--- src/rtl/acc32_signed_seq.sv ---
// Sequential signed accumulator. It takes a stream of two's-complement operands over a
// valid/ready handshake and folds them into a running sum. When the job ends it presents the
// sum, a sticky overflow flag and the last carry-out. Saturation on overflow is optional.
module acc32_signed_seq #(
  parameter int unsigned WIDTH   = 32,
  parameter int unsigned COUNT_W = 8
) (
  input  logic               clk,
  input  logic               rst_n,
  input  logic               start,
  input  logic [COUNT_W-1:0] len,
  input  logic               sat_en,
  input  logic               in_valid,
  input  logic [WIDTH-1:0]   in_data,
  output logic               in_ready,
  output logic               out_valid,
  input  logic               out_ready,
  output logic [WIDTH-1:0]   result,
  output logic               overflow,
  output logic               cout_last,
  output logic               busy
);

  typedef enum logic [1:0] {StIdle, StAccum, StDone} state_e;

  localparam logic [WIDTH-1:0]   MaxPos = {1'b0, {(WIDTH-1){1'b1}}};
  localparam logic [WIDTH-1:0]   MaxNeg = {1'b1, {(WIDTH-1){1'b0}}};
  localparam logic [COUNT_W-1:0] CntOne = {{(COUNT_W-1){1'b0}}, 1'b1};

  state_e             r_state, w_state_nxt;
  logic [WIDTH-1:0]   r_acc, w_acc_nxt;
  logic [COUNT_W-1:0] r_rem, w_rem_nxt;
  logic               r_ovf, w_ovf_nxt;
  logic               r_cout, w_cout_nxt;
  logic               r_sat, w_sat_nxt;

  logic [WIDTH:0]     w_sum;
  logic               w_add_ovf;
  logic               w_beat;
  logic               w_start_ok;

  // Adder with Cin=0. The extra top bit is the unsigned carry-out.
  assign w_sum      = {1'b0, r_acc} + {1'b0, in_data};
  assign w_add_ovf  = (r_acc[WIDTH-1] == in_data[WIDTH-1]) && (w_sum[WIDTH-1] != r_acc[WIDTH-1]);
  assign w_beat     = (r_state == StAccum) && in_valid;
  assign w_start_ok = (r_state == StIdle) && start;

  // State register
  always_ff @(posedge clk or negedge rst_n) begin
    if (!rst_n) begin
      r_state <= StIdle;
    end else begin
      r_state <= w_state_nxt;
    end
  end

  // Next-state logic
  always_comb begin
    w_state_nxt = r_state;
    case (r_state)
      StIdle: begin
        if (start) begin
          w_state_nxt = (len == '0) ? StDone : StAccum;
        end
      end
      StAccum: begin
        if (in_valid && (r_rem == CntOne)) begin
          w_state_nxt = StDone;
        end
      end
      StDone: begin
        if (out_ready) begin
          w_state_nxt = StIdle;
        end
      end
      default: w_state_nxt = StIdle;
    endcase
  end

  // Datapath next values: clear on start, fold in each accepted beat, otherwise hold
  always_comb begin
    w_acc_nxt  = r_acc;
    w_rem_nxt  = r_rem;
    w_ovf_nxt  = r_ovf;
    w_cout_nxt = r_cout;
    w_sat_nxt  = r_sat;
    if (w_start_ok) begin
      w_acc_nxt  = '0;
      w_ovf_nxt  = 1'b0;
      w_cout_nxt = 1'b0;
      w_rem_nxt  = len;
      w_sat_nxt  = sat_en;
    end else if (w_beat) begin
      w_cout_nxt = w_sum[WIDTH];
      w_ovf_nxt  = r_ovf | w_add_ovf;
      w_rem_nxt  = r_rem - CntOne;
      if (w_add_ovf && r_sat) begin
        // Clamp toward the sign of the pre-add accumulator
        w_acc_nxt = r_acc[WIDTH-1] ? MaxNeg : MaxPos;
      end else begin
        w_acc_nxt = w_sum[WIDTH-1:0];
      end
    end
  end

  // Datapath registers
  always_ff @(posedge clk or negedge rst_n) begin
    if (!rst_n) begin
      r_acc  <= '0;
      r_rem  <= '0;
      r_ovf  <= 1'b0;
      r_cout <= 1'b0;
      r_sat  <= 1'b0;
    end else begin
      r_acc  <= w_acc_nxt;
      r_rem  <= w_rem_nxt;
      r_ovf  <= w_ovf_nxt;
      r_cout <= w_cout_nxt;
      r_sat  <= w_sat_nxt;
    end
  end

  assign in_ready  = (r_state == StAccum);
  assign out_valid = (r_state == StDone);
  assign busy      = (r_state == StAccum) || (r_state == StDone);
  assign result    = r_acc;
  assign overflow  = r_ovf;
  assign cout_last = r_cout;

endmodule

--- config.mk ---
export PLATFORM = sky130hd
export DESIGN_NAME = acc32_signed_seq
export DESIGN_NICKNAME = d
export VERILOG_FILES = /design/src/rtl/acc32_signed_seq.sv
export SDC_FILE = /design/constraint.sdc
export NUM_CORES = 1
export LEC_CHECK = 0
export ABC_AREA = 0
export BUFFER_PORTS_ARGS = -buffer_cell sky130_fd_sc_hd__buf_2
export CORE_MARGIN = 4
export CORE_UTILIZATION = 37
export CTS_CLUSTER_DIAMETER = 100
export DETAILED_ROUTE_END_ITERATION = 16
export PLACE_DENSITY_LB_ADDON = 0.12
export SLEW_MARGIN = 20
export SYNTH_ARGS = -nofsm -noshare
export SYNTH_HDL_FRONTEND = slang
export SYNTH_SLANG_ARGS = --single-unit
--- constraint.sdc ---
create_clock -name clk -period 3.7 [get_ports clk]
set_input_delay 0.185 -clock clk [delete_from_list [all_inputs] [get_ports clk]]
set_output_delay 0.185 -clock clk [all_outputs]
set_load 0.05 [all_outputs]
Word-level counts from Yosys, hierarchy flattened
Index checks and enable logic that the tools add are counted.

Flip-flop bits (word level): 45. Input port bits: 46.

Add/sub/neg operators: 2. Equality and inequality tests: 8. Multiplexer cells: 15. Bitwise gates (word level): 1. Reduce and logical (&&, ||, !) cells: 10.

Operators with widths (count): 2-to-1 mux 32 bit (4); adder 32 x 32 -> 33 bit (1); 2-to-1 mux 8 bit (2); == test 8 x 1 -> 1 bit, second input constant (1); logical NOT 8 bit (1); 2-to-1 mux 2 bit (4); subtractor 8 x 1 -> 8 bit, second input constant (1); one-hot mux 2 bit (3 select lines) (1); logical AND 1 bit (5); 2-to-1 mux 1 bit (4); != test 2 x 1 -> 1 bit, second input constant (2); AND reduction 3 bit (1); == test 2 x 1 -> 1 bit, second input constant (1); == test 2 bit, second input constant (1); logical NOT 2 bit (1); != test 2 bit, second input constant (1); nonzero test 2 bit (1); == test 1 bit (1); logical OR 1 bit (1); != test 1 bit (1); OR 1 bit (1).

Longest topological paths before layout
Gate-level depths: netlist (run 1).

Word-level depth: 7. Mapped depth: 12.

Worst setup path before layout (run 1)
No wires, ideal clock.

Kind: register to register. Start point: register r_acc[12], in the netlist result[12]. End point: register r_acc[27], in the netlist result[27]. Library setup time: 0.124 ns. Arrival time: 2.854 ns. Required time: 3.576 ns. Slack: 0.722 ns. Stages on the path, launching flop included: 12. Path buffers: 2. Period minus slack after synthesis: 2.978 ns. Cells stage by stage: dfrtp_1 -> ha_1 -> buf_2 -> nand3_1 -> a211oi_2 -> a21oi_2 -> a211o_1 -> and4_4 -> or3_1 -> buf_6 -> and2_4 -> a211o_1.

Longest elaborated chain between the ends: 7.

RTL lines: start: declaration (line 31) `logic [WIDTH-1:0] r_acc, w_acc_nxt;`; start signal: assignment (line 115) `r_acc <= w_acc_nxt;`; adder 32 x 32 -> 33 bit * (line 43) `assign w_sum = {1'b0, r_acc} + {1'b0, in_data};`; != test 1 bit (line 44) `assign w_add_ovf = (r_acc[WIDTH-1] == in_data[WIDTH-1]) && (w_sum[WIDTH-1] != r_acc[WIDTH-1]);`; logical AND 1 bit (line 44); logical AND 1 bit (line 97) `if (w_add_ovf && r_sat) begin`; 2-to-1 mux 32 bit * (line 97); 2-to-1 mux 32 bit * (line 93) `end else if (w_beat) begin`; 2-to-1 mux 32 bit * (line 87) `if (w_start_ok) begin`.

Every way passes the cells marked *; elsewhere a longest branch is shown, timed or not. The select of a mux whose other input is x is not followed. A chain may end at the register's enable or synchronous reset.

Worst setup path in the final report (run 1)
Start point: register r_acc[24], in the netlist result[24]. End point: register r_acc[29], in the netlist result[29].

The elaborated chain is that of the path after synthesis.

==> results.cfg, run 1 <==
[cells_and_area]
final_common_cell = buf_2
syn_to_final_growth_pct = 16.31
nets = 624
diodes = 0
nFillCells = 1050
multi_input_area_um2 = 2555
drive_above_1_share = 0.1978
seqCellArea_um2 = 1126
final_cell_mix = 81 x buf_2, 74 x nand2_1, 46 x o21ai_0

[yosys]
async_flop_share = 1.000
ys_warn_count = 0
synth_top_area_cell = dfrtp_1
synth_nets = 549
syn_area_per_cell_um2 = 8.183
synth_seq_area_share = 0.2960
ys.flop_type = dfrtp_1
syn_inst = 465
synthesis.area_um2 = 3805
synth_edf_count = 0
synth_top_cell_area_share = 0.2960
synth_seq_cells = 45
ys_top_cells_by_area = dfrtp_1 30%, ha_1 12%, nand2_1 7.3%, o21ai_0 6.1%, a21oi_1 5.9%
ys_types = 60

[global_route]
grt_pass1_wl_um = 17200
grt_max_degree = 46
grt_antenna_before_repair = 0
grt_pass1_vias = 3609
grt-ovfl-total = 0
track_usage = 0.1771

[drt]
firstDrtPassIters = 5
routed_wirelength_um = 10330
drt-wirelength-per-cell_um = 15.32
vias = 3647
drtAntennaViolNets = 0
remaining_drc_errors = 0
drt-vias-per-instance = 5.411
drtIter0Drc = 163

[setup_path]
path_class = flop to flop
critPathRequiredTime_ns = 3.90
crit_family = compound AO/OA/AOI/OAI gates
reg2reg_from = result[24]
arrival_ns = 3.40
start_kind = flop
crit_fanout = 14
rr_worst_depth = 9
cp_cell_sequence = ha_1 -> a21o_1 -> a211oi_2 -> o21ai_0 -> a31oi_1 -> mux2i_1 -> or3_1 -> and2_4 -> a211o_1
cp_slowest_cell = or3_1
crit_path_end_kind = flop
r2r_end = result[29]
critPathBufInv = 0
r2r_slack_ns = 0.50
crit_path_max_incr_delay_ns = 0.63

[sta]
setup_viol = 0
min_period_ns = 3.198
max_slew_margin = 0.3995
fin_tns_setup_ns = 0
fmaxAchievable_mhz = 312.7
rsz0062_at_grt = false
post-route-period-util = 0.8643
maxSlewViolCount = 0
final-hold-violation-count = 0
worst_pin_slew_ns = 0.9008
finClkSkew_ns = 0.007376

[run]
cap_violations = 0

[pwr]
p_per_area_nw_per_um2 = 837.7
finalPower_uw = 3707
p_leak_uw = 0.002309
peakVddDrop_v = 0.0002804

[hold_path]
hold-path-endpoint = r_sat
hold_path_depth = 2
hold_class = input port to flop
hold_start = sat_en

[floorplan]
die-area_um2 = 11970
core-area_um2 = 9910
die_height_um = 109.4
ios = 83
die_x_um = 109.4
initial_core_util = 0.3840
fp-row-count = 36

[clocking]
root_buffer = clkbuf_8
clock_latency_ns = 0.31
cts_buffers = 5
cts_max_level = 2
clk_pin_slew_worst_paths_ns = 0.10
cts_tree = built
cts.repair.resized = 0
cts.path.max_buffers = 2
clock-sinks = 45

[placement]
dp_hpwl_um = 7981
gp_congestion = 0.8219
portBuffers = 82

[run_status]
outcome = complete, no violations
==> cell type report <==
type / count / area share
clock buffers: 6 / 0.01640
flip-flops and latches: 45 / 0.2545
well taps: 133 / 0.03760
repair buffers: 86 / 0.1007
multi-input cells: 390 / 0.5773
inverters: 12 / 0.01018
clock inverters: 2 / 0.003393
==> layer usage <==
layer  global-route usage  up-vias  share of wire
li1                     -     1847              -
met1               0.2452     1702           0.48
met2               0.2851       85           0.46
met3              0.03171       13          0.049
met4              0.04630        0          0.012
met5                    0        -              0
==> worst max path at each step <==
stage	depth (start not counted)	from	to
5_1_grt	10	result[24]	result[12]
2_1_floorplan	11	result[12]	result[27]
6_report	9	result[24]	result[29]
4_1_cts	9	result[24]	result[29]
3_3_place_gp	10	result[24]	result[12]
3_5_place_dp	10	result[24]	result[30]
==> what timing repair did <==
| action | 4_1_cts | 5_1_grt |
|---|---|---|
| buffers inserted | 0 | 0 |
| setup endpoints to repair | 0 | 0 |
| hold endpoints to repair | 45 | 0 |
| hold buffers | 1 | 0 |
==> cells by family after synthesis <==
kind of cell | count (synthesis) | share of synthesized area
AO/OA/AOI/OAI | 170 | 0.2884
AND/OR/NAND/NOR | 151 | 0.1825
flip-flops | 45 | 0.2960
adder cells (fa/ha/maj) | 38 | 0.1269
buffers and inverters | 30 | 0.03354
XOR/XNOR | 28 | 0.06445
multiplexers | 3 | 0.008221
==> sequential cells by signal, indices dropped and copies added, names as in the netlist <==
name       count
r_sat          1
result        32
r_state        2
cout_last      1
r_rem          8
overflow       1
==> stage by stage <==
step | worst slack (ns) | instance area, um^2 | hold slack (ns) | instances | util
3_5_place_dp | 0.5312 | 4328 | 0.2502 | 665 | 0.4367
5_1_grt | 0.2778 | 4425 | 0.1020 | 674 | 0.4466
2_1_floorplan | 0.7215 | 3805 | -0.1106 | 465 | -
4_1_cts | 0.5038 | 4425 | 0.09006 | 674 | 0.4466
3_3_place_gp | 0.5355 | 4325 | 0.4174 | 665 | 0.4365
6_report | 0.5022 | 4425 | 0.09702 | 674 | 0.4466
==> worst reg2reg max path, stage by stage, from the launching register on <==
cell and delay (ns):
dfrtp_1 0.40, ha_1 0.38, a21o_1 0.23, a211oi_2 0.22, o21ai_0 0.13, a31oi_1 0.40, mux2i_1 0.13, or3_1 0.63
and2_4 0.30, a211o_1 0.27
==> cells in the mapped netlist (2+ instances only) <==
library cell,n
nand3_1,11
or2_2,3
nor2_1,25
a22o_1,3
nand2b_1,2
mux2i_1,2
xor2_1,10
dfrtp_1,45
nand2_1,74
a22oi_1,6
o211ai_1,6
or4_1,4
or3_1,3
o21bai_1,5
nand4_1,3
nor3_1,7
inv_1,12
a21boi_0,4
xnor2_1,18
o21a_1,4
o2111ai_1,2
a31oi_1,4
ha_1,37
a21o_1,14
a221o_1,4
and3_1,3
buf_2,6
a211oi_2,3
nor2b_1,3
nor4_1,3
clkbuf_1,10
o21ai_0,46
and2_1,4
a211o_1,3
o21ai_1,3
a21oi_1,45
a41oi_1,2
a211oi_1,4
==> power breakdown <==
group	total [uW]	internal [uW]	switching, uW
combinational	2500	845	1660
sequential	873	694	179
clock	330	134	197
total	3710	1670	2030
Note: power is estimated with default switching activity, not from simulation.
==> inputs of run 2 (changes only) <==
--- a/config.mk
+++ b/config.mk
@@ -7,8 +7,8 @@
 export LEC_CHECK = 0
 export ABC_AREA = 0
 export BUFFER_PORTS_ARGS = -buffer_cell sky130_fd_sc_hd__buf_2
-export CORE_MARGIN = 4
-export CORE_UTILIZATION = 37
+export CORE_MARGIN = 8
+export CORE_UTILIZATION = 56
 export CTS_CLUSTER_DIAMETER = 100
 export DETAILED_ROUTE_END_ITERATION = 16
 export PLACE_DENSITY_LB_ADDON = 0.12
==> results.cfg, run 2 (synthesis gave the netlist of run 1 again) <==
[drt]
drtIter0Drc = 166
vias = 3747
routed_wirelength_um = 9799
firstDrtPassIters = 4
remaining_drc_errors = 0
drtAntennaViolNets = 0
drt-wirelength-per-cell_um = 15.78
drt-vias-per-instance = 6.034

[global_route]
grt-ovfl-total = 0
use_met3 = 0.03735
use_met2 = 0.3182
track_usage = 0.2007
met1_usage = 0.2652
grt_max_degree = 46
grt_busiest_layer = met2
grt_antenna_before_repair = 0
grt_pass1_vias = 3608
grt_pass1_wl_um = 16540

[setup_path]
path_class = flop to flop
arrival_ns = 3.33
start_kind = flop
crit_path_end_kind = flop
crit_fanout = 15
critPathRequiredTime_ns = 3.90

[sta]
post-route-period-util = 0.8446
setup_viol = 0
min_period_ns = 3.125
worst_slack_ns = 0.5748
finClkSkew_ns = 0.01112
rsz0062_at_grt = false
max_slew_margin = 0.4705
fin_tns_setup_ns = 0
fmaxAchievable_mhz = 320.0
worst_pin_slew_ns = 0.7943
maxSlewViolCount = 0
final-hold-violation-count = 0

[pwr]
peakVddDrop_v = 0.0004565
p_leak_uw = 0.002326
p_per_area_nw_per_um2 = 860.1

[placement]
portBuffers = 82
gp_congestion = 0.8627
pre_cts_ws_ns = 0.6082
dp_hpwl_um = 7401

[clocking]
clock_latency_ns = 0.31
cts_max_level = 2
cts_tree = built
cts_buffers = 5
clock-sinks = 45
clk_pin_slew_worst_paths_ns = 0.10
root_buffer = clkbuf_8
cts.path.max_buffers = 2

[floorplan]
initial_core_util = 0.5695
die_x_um = 98.43
core-area_um2 = 6681
fp-row-count = 30
die_height_um = 98.43
ios = 83
die-area_um2 = 9688

[cells_and_area]
drive_above_1_share = 0.1996
largest_reg_flops = 32
syn_to_final_growth_pct = 15.29
multi_input_area_um2 = 2555
nets = 624
final_cell_mix = 81 x buf_2, 74 x nand2_1, 46 x o21ai_0
seqCellArea_um2 = 1126
final_common_cell = buf_2
nFillCells = 599
diodes = 0

[run]
cap_violations = 0

[hold_path]
hold_class = input port to flop

[run_status]
outcome = complete, no violations
==> run 2: what timing repair did <==
item | CTS | global route
gates resized for setup | 0 | 0
endpoints found under the hold margin | 0 | 45
buffers inserted | 0 | 0
hold buffers | 0 | 1
==> run 2: where the power goes <==
group | internal (uW) | leakage [uW] | switching [uW]
Sequential | 694 | 0.000585 | 179
Combinational | 842 | 0.00169 | 1660
Clock | 203 | 0.0000543 | 200
Total | 1740 | 0.00233 | 2030
==> run 2: layer usage <==
layer  part of all wire  vias to the layer above
met5                  0                        -
met4              0.021                        0
met3              0.051                       20
met2               0.44                      112
met1               0.49                     1757
li1                   -                     1858
==> run 2: cell type report <==
class,count,share of cell area
clock buffers,5,0.01569
repair buffers,86,0.1015
inverters,12,0.01027
clock inverters,3,0.01055
flip-flops and latches,45,0.2567
multi-input cells,390,0.5824
well taps,80,0.02282
==> run 2: critical path, stage by stage (launching register included) <==
cell	delay, ns
dfrtp_1	0.40
ha_1	0.37
a21o_1	0.22
a211oi_2	0.20
o21ai_0	0.13
a31oi_1	0.38
mux2i_1	0.13
or3_1	0.61
buf_4	0.29
o21ai_0	0.20
nand2_1	0.08
==> run 2: path summary, 6_finish.rpt <==
path,start,cells after the start,slack [ns],end
setup / recovery,result[24],10,0.57,result[15]
hold / removal,sat_en,2,0.10,r_sat
setup reg to reg,result[24],10,0.57,result[15]
hold reg to reg,result[8],2,0.50,result[8]
max in group asynchronous,rst_n,2,2.89,result[20]
min in group asynchronous,rst_n,2,0.41,result[15]
==> run 2: metrics by stage <==
step	std cells	utilization	total power, uW	hold slack [ns]	instance area (um^2)
6_report	621	0.6566	3773	0.1005	4387
5_1_grt	621	0.6566	4067	0.08907	4387
4_1_cts	620	0.6547	3763	0.09528	4374
3_5_place_dp	612	0.6375	3357	0.4208	4259
3_3_place_gp	612	0.6375	3313	0.4171	4259
2_1_floorplan	465	-	2827	-0.1106	3805
